--- src/rtl/seven_segment_pkg.sv ---
// Shared glyph types and the hex-to-seven-segment decode table for the
// multiplexed display driver.
package seven_segment_pkg;

   typedef logic [6:0] seg_glyph_t;

   // Active-high dark glyph; the driver applies output polarity afterwards
   localparam seg_glyph_t SEG_OFF = 7'b0000000;

   // Bit order is ABCDEFG (seg[6]=A)
   localparam seg_glyph_t HEX_GLYPHS [16] = '{
      7'b1111110, 7'b0110000, 7'b1101101, 7'b1111001,
      7'b0110011, 7'b1011011, 7'b1011111, 7'b1110000,
      7'b1111111, 7'b1111011, 7'b1110111, 7'b0011111,
      7'b1001110, 7'b0111101, 7'b1001111, 7'b1000111
   };

   function automatic seg_glyph_t hex_to_seg(input logic [3:0] nibble);
      return HEX_GLYPHS[nibble];
   endfunction

endpackage

--- src/rtl/seven_segment_lz.sv ---
// Combinational visibility mask: a digit is visible unless blanked or part of
// the run of leading zeros (digit 0 always survives suppression).
module seven_segment_lz #(
   parameter int NUM_DIGITS = 4
) (
   input  logic [4*NUM_DIGITS-1:0] digits,
   input  logic [NUM_DIGITS-1:0]   dp,
   input  logic [NUM_DIGITS-1:0]   blank,
   input  logic                    lz_suppress,
   output logic [NUM_DIGITS-1:0]   visible
);

   logic leading;

   // Walk from the leftmost digit; the first nonzero nibble or set dp ends the run
   always_comb begin
      leading = lz_suppress;
      visible = ~blank;
      for (int i = NUM_DIGITS - 1; i > 0; i--) begin
         if (leading && (digits[4*i +: 4] == 4'h0) && !dp[i]) begin
            visible[i] = 1'b0;
         end else begin
            leading = 1'b0;
         end
      end
   end

endmodule

--- src/rtl/seven_segment_mux.sv ---
// Time-multiplexed seven-segment driver: counter-based slot timer, frame-latched
// shadow inputs, PWM on-window after a guard interval, registered outputs.
module seven_segment_mux
   import seven_segment_pkg::*;
#(
   parameter int NUM_DIGITS     = 4,
   parameter int SLOT_CYCLES    = 12500,
   parameter int GUARD_CYCLES   = 250,
   parameter int BRIGHT_W       = 4,
   parameter int SEG_ACTIVE_LOW = 0,
   parameter int EN_ACTIVE_LOW  = 1
) (
   input  logic                    clk_50mhz,
   input  logic                    reset,
   input  logic [4*NUM_DIGITS-1:0] digits,
   input  logic [NUM_DIGITS-1:0]   dp_in,
   input  logic [NUM_DIGITS-1:0]   blank,
   input  logic                    lz_suppress,
   input  logic [BRIGHT_W-1:0]     brightness,
   output logic [6:0]              seg,
   output logic                    dp,
   output logic [NUM_DIGITS-1:0]   dsen,
   output logic                    frame_start
);

   if (GUARD_CYCLES >= SLOT_CYCLES) begin : g_bad_guard
      $error("seven_segment_mux: GUARD_CYCLES must be less than SLOT_CYCLES");
   end
   if (NUM_DIGITS < 1 || NUM_DIGITS > 8) begin : g_bad_digits
      $error("seven_segment_mux: NUM_DIGITS must be in 1..8");
   end

   localparam int CYC_W  = $clog2(SLOT_CYCLES + 1);
   localparam int IDX_W  = (NUM_DIGITS > 1) ? $clog2(NUM_DIGITS) : 1;
   localparam int ACTIVE = SLOT_CYCLES - GUARD_CYCLES;
   localparam int PROD_W = CYC_W + BRIGHT_W + 1;

   localparam logic [CYC_W-1:0]      CYC_LAST     = CYC_W'(SLOT_CYCLES - 1);
   localparam logic [IDX_W-1:0]      IDX_LAST     = IDX_W'(NUM_DIGITS - 1);
   localparam logic [CYC_W:0]        GUARD_X      = (CYC_W + 1)'(GUARD_CYCLES);
   localparam logic [CYC_W-1:0]      ON_LEN_RESET = CYC_W'(ACTIVE >> BRIGHT_W);
   localparam seg_glyph_t            SEG_IDLE     = (SEG_ACTIVE_LOW != 0) ? ~SEG_OFF : SEG_OFF;
   localparam logic                  DP_IDLE      = (SEG_ACTIVE_LOW != 0);
   localparam logic [NUM_DIGITS-1:0] EN_IDLE      = (EN_ACTIVE_LOW != 0) ? '1 : '0;

   // Lit-window length: full-width product so max brightness yields the whole post-guard slot
   function automatic logic [CYC_W-1:0] duty_len(input logic [BRIGHT_W-1:0] level);
      logic [PROD_W-1:0] prod;
      prod = PROD_W'(ACTIVE) * (PROD_W'(level) + PROD_W'(1));
      return CYC_W'(prod >> BRIGHT_W);
   endfunction

   logic [CYC_W-1:0]        cyc;
   logic [IDX_W-1:0]        idx;
   logic [4*NUM_DIGITS-1:0] dig_sh;
   logic [NUM_DIGITS-1:0]   dp_sh;
   logic [NUM_DIGITS-1:0]   blank_sh;
   logic                    lz_sh;
   logic [CYC_W-1:0]        on_len_sh;

   logic                    frame_p0;
   logic [4*NUM_DIGITS-1:0] dig_p0;
   logic [NUM_DIGITS-1:0]   dp_p0;
   logic [NUM_DIGITS-1:0]   blank_p0;
   logic                    lz_p0;
   logic [CYC_W-1:0]        on_len_p0;
   logic [NUM_DIGITS-1:0]   vis_p0;
   logic                    lit_p0;
   seg_glyph_t              glyph_p0;
   logic [NUM_DIGITS-1:0]   sel_p0;

   // Stage p0: decode the current (cyc, idx) slot position against the frame's data.
   // The latching cycle already uses the incoming values so a frame never mixes old and new.
   assign frame_p0  = (cyc == '0) && (idx == '0);
   assign dig_p0    = frame_p0 ? digits                 : dig_sh;
   assign dp_p0     = frame_p0 ? dp_in                  : dp_sh;
   assign blank_p0  = frame_p0 ? blank                  : blank_sh;
   assign lz_p0     = frame_p0 ? lz_suppress            : lz_sh;
   assign on_len_p0 = frame_p0 ? duty_len(brightness)   : on_len_sh;

   seven_segment_lz #(
      .NUM_DIGITS (NUM_DIGITS)
   ) u_lz (
      .digits      (dig_p0),
      .dp          (dp_p0),
      .blank       (blank_p0),
      .lz_suppress (lz_p0),
      .visible     (vis_p0)
   );

   assign lit_p0   = ({1'b0, cyc} >= GUARD_X) &&
                     ({1'b0, cyc} < (GUARD_X + {1'b0, on_len_p0})) &&
                     vis_p0[idx];
   assign glyph_p0 = hex_to_seg(dig_p0[4*idx +: 4]);
   assign sel_p0   = lit_p0 ? (NUM_DIGITS'(1) << idx) : '0;

   // Stage p1: slot timer, frame shadows and registered pad outputs
   always_ff @(posedge clk_50mhz) begin
      if (reset) begin
         cyc         <= '0;
         idx         <= '0;
         dig_sh      <= '0;
         dp_sh       <= '0;
         blank_sh    <= '1;
         lz_sh       <= 1'b0;
         on_len_sh   <= ON_LEN_RESET;
         seg         <= SEG_IDLE;
         dp          <= DP_IDLE;
         dsen        <= EN_IDLE;
         frame_start <= 1'b0;
      end else begin
         if (cyc == CYC_LAST) begin
            cyc <= '0;
            idx <= (idx == IDX_LAST) ? '0 : idx + 1'b1;
         end else begin
            cyc <= cyc + 1'b1;
         end
         if (frame_p0) begin
            dig_sh    <= dig_p0;
            dp_sh     <= dp_p0;
            blank_sh  <= blank_p0;
            lz_sh     <= lz_p0;
            on_len_sh <= on_len_p0;
         end
         seg         <= (lit_p0 ? glyph_p0 : SEG_OFF) ^ SEG_IDLE;
         dp          <= (lit_p0 & dp_p0[idx]) ^ DP_IDLE;
         dsen        <= sel_p0 ^ EN_IDLE;
         frame_start <= frame_p0;
      end
   end

endmodule

--- config.mk ---
export PLATFORM = sky130hd
export DESIGN_NAME = seven_segment_mux
export DESIGN_NICKNAME = d
export VERILOG_FILES = /design/src/rtl/seven_segment_pkg.sv /design/src/rtl/seven_segment_lz.sv /design/src/rtl/seven_segment_mux.sv
export SDC_FILE = /design/constraint.sdc
export NUM_CORES = 1
export LEC_CHECK = 0
export ABC_CLOCK_PERIOD_IN_PS = 6800
export BUFFER_PORTS_ARGS = -buffer_cell sky130_fd_sc_hd__buf_2
export CELL_PAD_IN_SITES_DETAIL_PLACEMENT = 2
export CELL_PAD_IN_SITES_GLOBAL_PLACEMENT = 2
export CORE_ASPECT_RATIO = 0.6
export CORE_MARGIN = 10
export CORE_UTILIZATION = 38
export DETAILED_ROUTE_END_ITERATION = 6
export HOLD_SLACK_MARGIN = 0.1
export PLACE_DENSITY_LB_ADDON = 0.15
export SYNTH_ARGS = -nofsm -noshare
export SYNTH_HDL_FRONTEND = slang
export SYNTH_SLANG_ARGS = --single-unit
export TNS_END_PERCENT = 1
--- constraint.sdc ---
create_clock -name clk_50mhz -period 6.8 [get_ports clk_50mhz]
set_input_delay 0.34 -clock clk_50mhz [delete_from_list [all_inputs] [get_ports clk_50mhz]]
set_output_delay 0.34 -clock clk_50mhz [all_outputs]
set_load 0.1 [all_outputs]
**Word level (Yosys, flattened, before mapping)**

Memory sizes are Yosys's and may differ from the RTL's. A register that Yosys moved wholly into a read port is not among the register bits.
Cells that the tools add are included.

- Bits in registers: 61
- Memory bits (read-only): 112
- Memories: 1
- Output and inout bits: 13
- Logic and storage cells: 63

Memories:

| name | depth | width | read ports | clocked after memory_dff | write ports | RTL line | RTL |
|---|---|---|---|---|---|---|---|
| (no name shown) | 16 | 7 | 1 | 1 | 0 | seven_segment_pkg.sv:19 | `return HEX_GLYPHS[nibble];` |

- Multiplexer cells: 16
- Multipliers: 1
- Reductions and logical operators: 19
- Shift-type cells: 2
- Add/sub/neg operators: 4
- Bitwise gates (word level): 5
- Equality and inequality tests: 2
- Order comparisons: 3

Operators with widths:

| operator | count |
|---|---|
| $mul 13x5->17 const A | 1 |
| $mux 16 | 1 |
| $shiftx 16x5->4 | 1 |
| $add 8x14->15 const A | 1 |
| $lt 14x15->1 | 1 |
| $add 14x1->14 const B | 1 |
| $eq 14x14->1 const B | 1 |
| $ge 14x8->1 const B | 1 |
| $logic_not 14->1 | 1 |
| $mux 14 | 1 |
| $logic_not 4->1 | 3 |
| $mux 4 | 3 |
| $logic_and 1x1->1 | 9 |
| $mux 1 | 8 |
| $not 4->4 | 2 |
| $add 4x1->5 const B | 1 |
| $not 4->5 | 1 |
| $bmux 1 s2 | 2 |
| $reduce_or 2->1 | 2 |
| $shl 1x2->4 const A | 1 |
| $logic_not 1->1 | 3 |
| $lt 2x3->1 const B | 1 |
| $add 2x1->2 const B | 1 |
| $eq 2x2->1 const B | 1 |
| 4 further kinds | 4 |

**Logic depth before layout (Yosys ltp)**

- Depth after elaboration: 18
- Gate-level depth with buffers: 27

**Hierarchy**

A second synthesis with hierarchy kept.

- Cell total of the unflattened synthesis: 539
- Area total of the unflattened synthesis: 4,889.7 um^2

By module, submodules not included:

| module | area an instance (um^2) | times used | cells each |
|---|---|---|---|
| seven_segment_mux | 4,810.9 | 1 | 529 |
| seven_segment_lz | 78.8 | 1 | 10 |

**Worst setup path before layout**

OpenSTA, ideal clock, no wires.

- Path type: input port to flip-flop
- Start point: input brightness[0]
- End point: register dsen[2]
- Stages: 26
- Path slack: 926 ps
- Arrival time: 5,728 ps
- Setup time: 146 ps
- Required time: 6,654 ps
- Path buffers: 1
- Cells stage by stage: ha_1 and3_1 inv_1 fa_1 inv_1 fa_1 fa_1 inv_1 ha_1 a21oi_1 o21ai_0 and3_1 o31ai_1 nor2b_1 and3_1 nor2_1 xor2_1 ha_1 a21oi_1 o211ai_1 a311oi_1 a21oi_1 o21ai_0 a32oi_1 buf_2 nand4b_1

- Longest elaborated chain between the ends: 9

RTL lines:

| item | RTL line | RTL |
|---|---|---|
| from (decl) | seven_segment_mux.sv:19 | `input logic [BRIGHT_W-1:0] brightness,` |
| $add 4x1->5 | seven_segment_mux.sv:49 | `prod = PROD_W'(ACTIVE) * (PROD_W'(level) + PROD_W'(1));` |
| $mul 13x5->17 | seven_segment_mux.sv:49 |  |
| $mux 14 | seven_segment_mux.sv:79 | `assign on_len_p0 = frame_p0 ? duty_len(brightness) : on_len_sh;` |
| $add 8x14->15 | seven_segment_mux.sv:92 | `({1'b0, cyc} < (GUARD_X + {1'b0, on_len_p0})) &&` |
| $lt 14x15->1 | seven_segment_mux.sv:92 |  |
| $logic_and 1x1->1 | seven_segment_mux.sv:91 | `assign lit_p0 = ({1'b0, cyc} >= GUARD_X) &&` |
| $logic_and 1x1->1 | seven_segment_mux.sv:92 |  |
| $mux 4 | seven_segment_mux.sv:95 | `assign sel_p0 = lit_p0 ? (NUM_DIGITS'(1) << idx) : '0;` |
| $not 4->4 (no source line) | -- |  |
| to (signal assigned) | seven_segment_mux.sv:127 | `dsen <= sel_p0 ^ EN_IDLE;` |
| to (decl) | seven_segment_mux.sv:22 | `output logic [NUM_DIGITS-1:0] dsen,` |

No other way between the ends.
A chain may end at the register's enable or synchronous reset.

**Final worst setup path**

- Start point: input brightness[1]
- End point: register dsen[0]

Same word-level chain as after synthesis.

==> metrics.md <==
| Metric | Value |
|---|---|
| Post-Synth XOR/XNOR Area | 5.478% |
| Rel. slew slack | 27.68% |
| Fin. Hold Viols | 0 |
| Pins Over Slew Limit | 0 |
| Grt total ovfl | 0 |
| Initial core utilization | 38.72% |
| Compound-cell area share of the yosys netlist | 12.40% |
| Clock-pin transition on the worst setup and hold timing paths | 60 ps |
| Die height | 111.3 um |
| DR DRC count | 0 |
| Full die area | 19150 sq um |
| Total power | 2.112 mW |
| Pleak | 2.762 nW |
| Ant diodes | 0 |
| Max cap viols | 0 |
| Post-synth net total | 712 |
| CTS root buf | clkbuf_16 |
| Syn Area/Cell | 8.692 sq um |
| Number of distinct library cells after synthesis | 64 |
| Final Non-Filler Cells | 832 |
| Area growth syn-to-layout | 14.80% |
| Number of synthesized flops with an enable pin | 0 |
| CTS tree | built |
| Syn Inst Count | 607 |
| Critical-path maximum fanout | 12 |
| Synth async-reset ratio | 0% |
| Post CTS Setup Buffer Count | 0 |
| Drt total wl | 18560 um |
| Commonest non-fill, non-tap cells in the layout | dfxtp_1, nor2_1, ha_1 |
| Clock Skews | 7.275 ps |
| Status | finished clean |
| Reg2Reg Capture Point | dsen[0] |
| Final GP Congestion | 0.8514 |
| Adder-cell share of the synthesized area | 19.97% |
| Pwr dens | 348.6 nW/um^2 |
| PostCTS Resize Cnt | 0 |
| Final WS setup | 471.7 ps |
| Placed insts | 816 |
| CTS hold repair buffers | 0 |
| Port bufs | 43 |
| Max stage delay on crit path | 660 ps |
| Final Cycle Share | 93.06% |
| Synth warnings | 0 |
| Clock sink total | 68 |
| Inserted Clock Buffers | 9 |
| Hold Startpoint | blank[0] |
| First-pass GRT wire length | 29810 um |
| Post-route ant nets | 0 |
| Hold path cells | 3 |
| Critical path's slowest cell | fa_2 |
| Die X | 172.1 um |
| Mux contribution to synthesized area | 9.225% |
| Post-synthesis sequential area ratio | 25.80% |
| All-Layer GR Usage | 19.55% |
| Routed len/inst | 22.31 um |
| Fillers | 1540 |
| Critical Path RT | 6980 ps |
| Clk_lat worst skew | 340 ps |
| Via count | 4729 |
| Max Fclk | 158.0 MHz |
| Final setup TNS | 0 ps |
| Synth Cell Area | 5276 sq um |
| Row count | 33 |
| CP Launch Type | primary input |
| Reg2Reg Depth | 21 |
| Vias/cell | 5.684 |
| Final core utilization | 44.45% |
| CP arrival | 6510 ps |
| Critical path class | in2reg |
| Post-Synth Simple-Gate Area | 21.25% |
| Worst hold path endpoint | blank_sh[0] |
| DR pass1 iterations | 5 |
| Vias in the first global route | 5193 |
| Post-Place Worst Slack | 13.34 ps |
| Slew @ Worst Pin | 1055 ps |
| R2R Path Start | idx[0] |
| Final setup vio count | 0 |
| Crit path capture type | flip-flop |
| Tmin final | 6328 ps |
| Core area | 13630 sq um |
| Share of layout cells above drive strength 1 | 16.13% |
| Initial antenna violation count | 0 |
| VDD IR max | 0.1053 mV |
| Nets | 757 |
| Commonest non-fill, non-tap cell in the layout | dfxtp_1 |
| Deepest clock path buffer count | 2 |
| Hold Crit Class | in2reg |
| I/O pin cnt | 44 |
| H-Tree Depth | 3 |
| Prevailing post-synth register cell | dfxtp_1 |
| Synth Register Bits | 68 |
| Largest family of logic cells by synthesized area | simple AND/OR/NAND/NOR gates |
| Initial drt markers | 296 |
| Detail Placement HPWL | 14090 um |
| Pin count of the biggest net entering global routing | 45 |
| R2R Setup Slk | 1450 ps |
metal layers:
metal	global-route usage, %	vias up	part of all wire [%]
met5	0	-	0
met4	1.545	0	0.24
met3	3.627	9	3.6
met2	29.31	68	43
met1	29.09	2440	53
li1	-	2212	-
cells by family (layout without fill, tap and decap cells):
family / count (synthesis) / count (layout)
muxes: 40 / 40
DFF: 68 / 68
buffers and inverters: 70 / 120
AOI/OAI and AO/OA: 103 / 103
xor gates and xnor gates: 33 / 33
adders and majority gates: 74 / 74
and+or+nand+nor: 219 / 219
registers in the layout (all words and copies together) (netlist names):
register and cells:
blank_sh 4, cyc 14, dig_sh 16, dp 1
dp_sh 4, dsen 4, frame_start 1, idx 2
lz_sh 1, on_len_sh 14, seg 7
synth_stat cells, types with 14 or more instances:
library cell / count / area [sq um]
xor2_1: 18 / 157.7
dfxtp_1: 68 / 1361
a21oi_1: 32 / 160.2
nand3_1: 20 / 100.1
xnor2_1: 15 / 131.4
inv_1: 44 / 165.2
ha_1: 57 / 713.2
nor2_1: 57 / 214.0
mux2i_1: 28 / 280.3
clkbuf_1: 14 / 52.55
fa_1: 17 / 340.3
o21ai_0: 24 / 120.1
nand2_1: 51 / 191.4
how the worst max path moves through the flow:
stage / start / end
4_1_cts: brightness[1] / dsen[1]
2_1_floorplan: brightness[0] / dsen[2]
3_5_place_dp: brightness[1] / dsen[1]
6_report: brightness[1] / dsen[0]
3_3_place_gp: brightness[0] / dsen[3]
5_1_grt: brightness[1] / dsen[1]
worst max-delay path, delay by kind of cell:
family	cells	cell delay [ps]
adder cells (fa/ha/maj)	6	2480
AO/OA/AOI/OAI	9	1680
AND/OR/NAND/NOR	6	1170
buffers and inverters	5	590
XOR/XNOR	1	200
where the power goes:
part | internal (mW) | switching (mW) | leakage [nW]
registers | 0.442 | 0.0268 | 0.557
logic | 0.443 | 0.672 | 2.04
clock network | 0.335 | 0.193 | 0.164
per-stage QoR:
stage	hold slack (ps)	area, sq um
final	267.4	6057
after global routing	272.9	6057
after CTS	263.5	6021
after detailed placement	457.2	5687
after global placement	436.9	5687
after floorplan	426.9	5276
cell type report:
cell class / instances / area (sq um) / area share, %
clock inverters: 6 / 95.09 / 1.570
clock buffers: 10 / 239.0 / 3.945
flip-flops and latches: 68 / 1361 / 22.47
well taps: 175 / 219.0 / 3.615
repair buffers: 58 / 327.8 / 5.412
inverters: 46 / 172.7 / 2.851
multi-input cells: 469 / 3642 / 60.13
No activity file was read; power rests on OpenSTA's default activity.
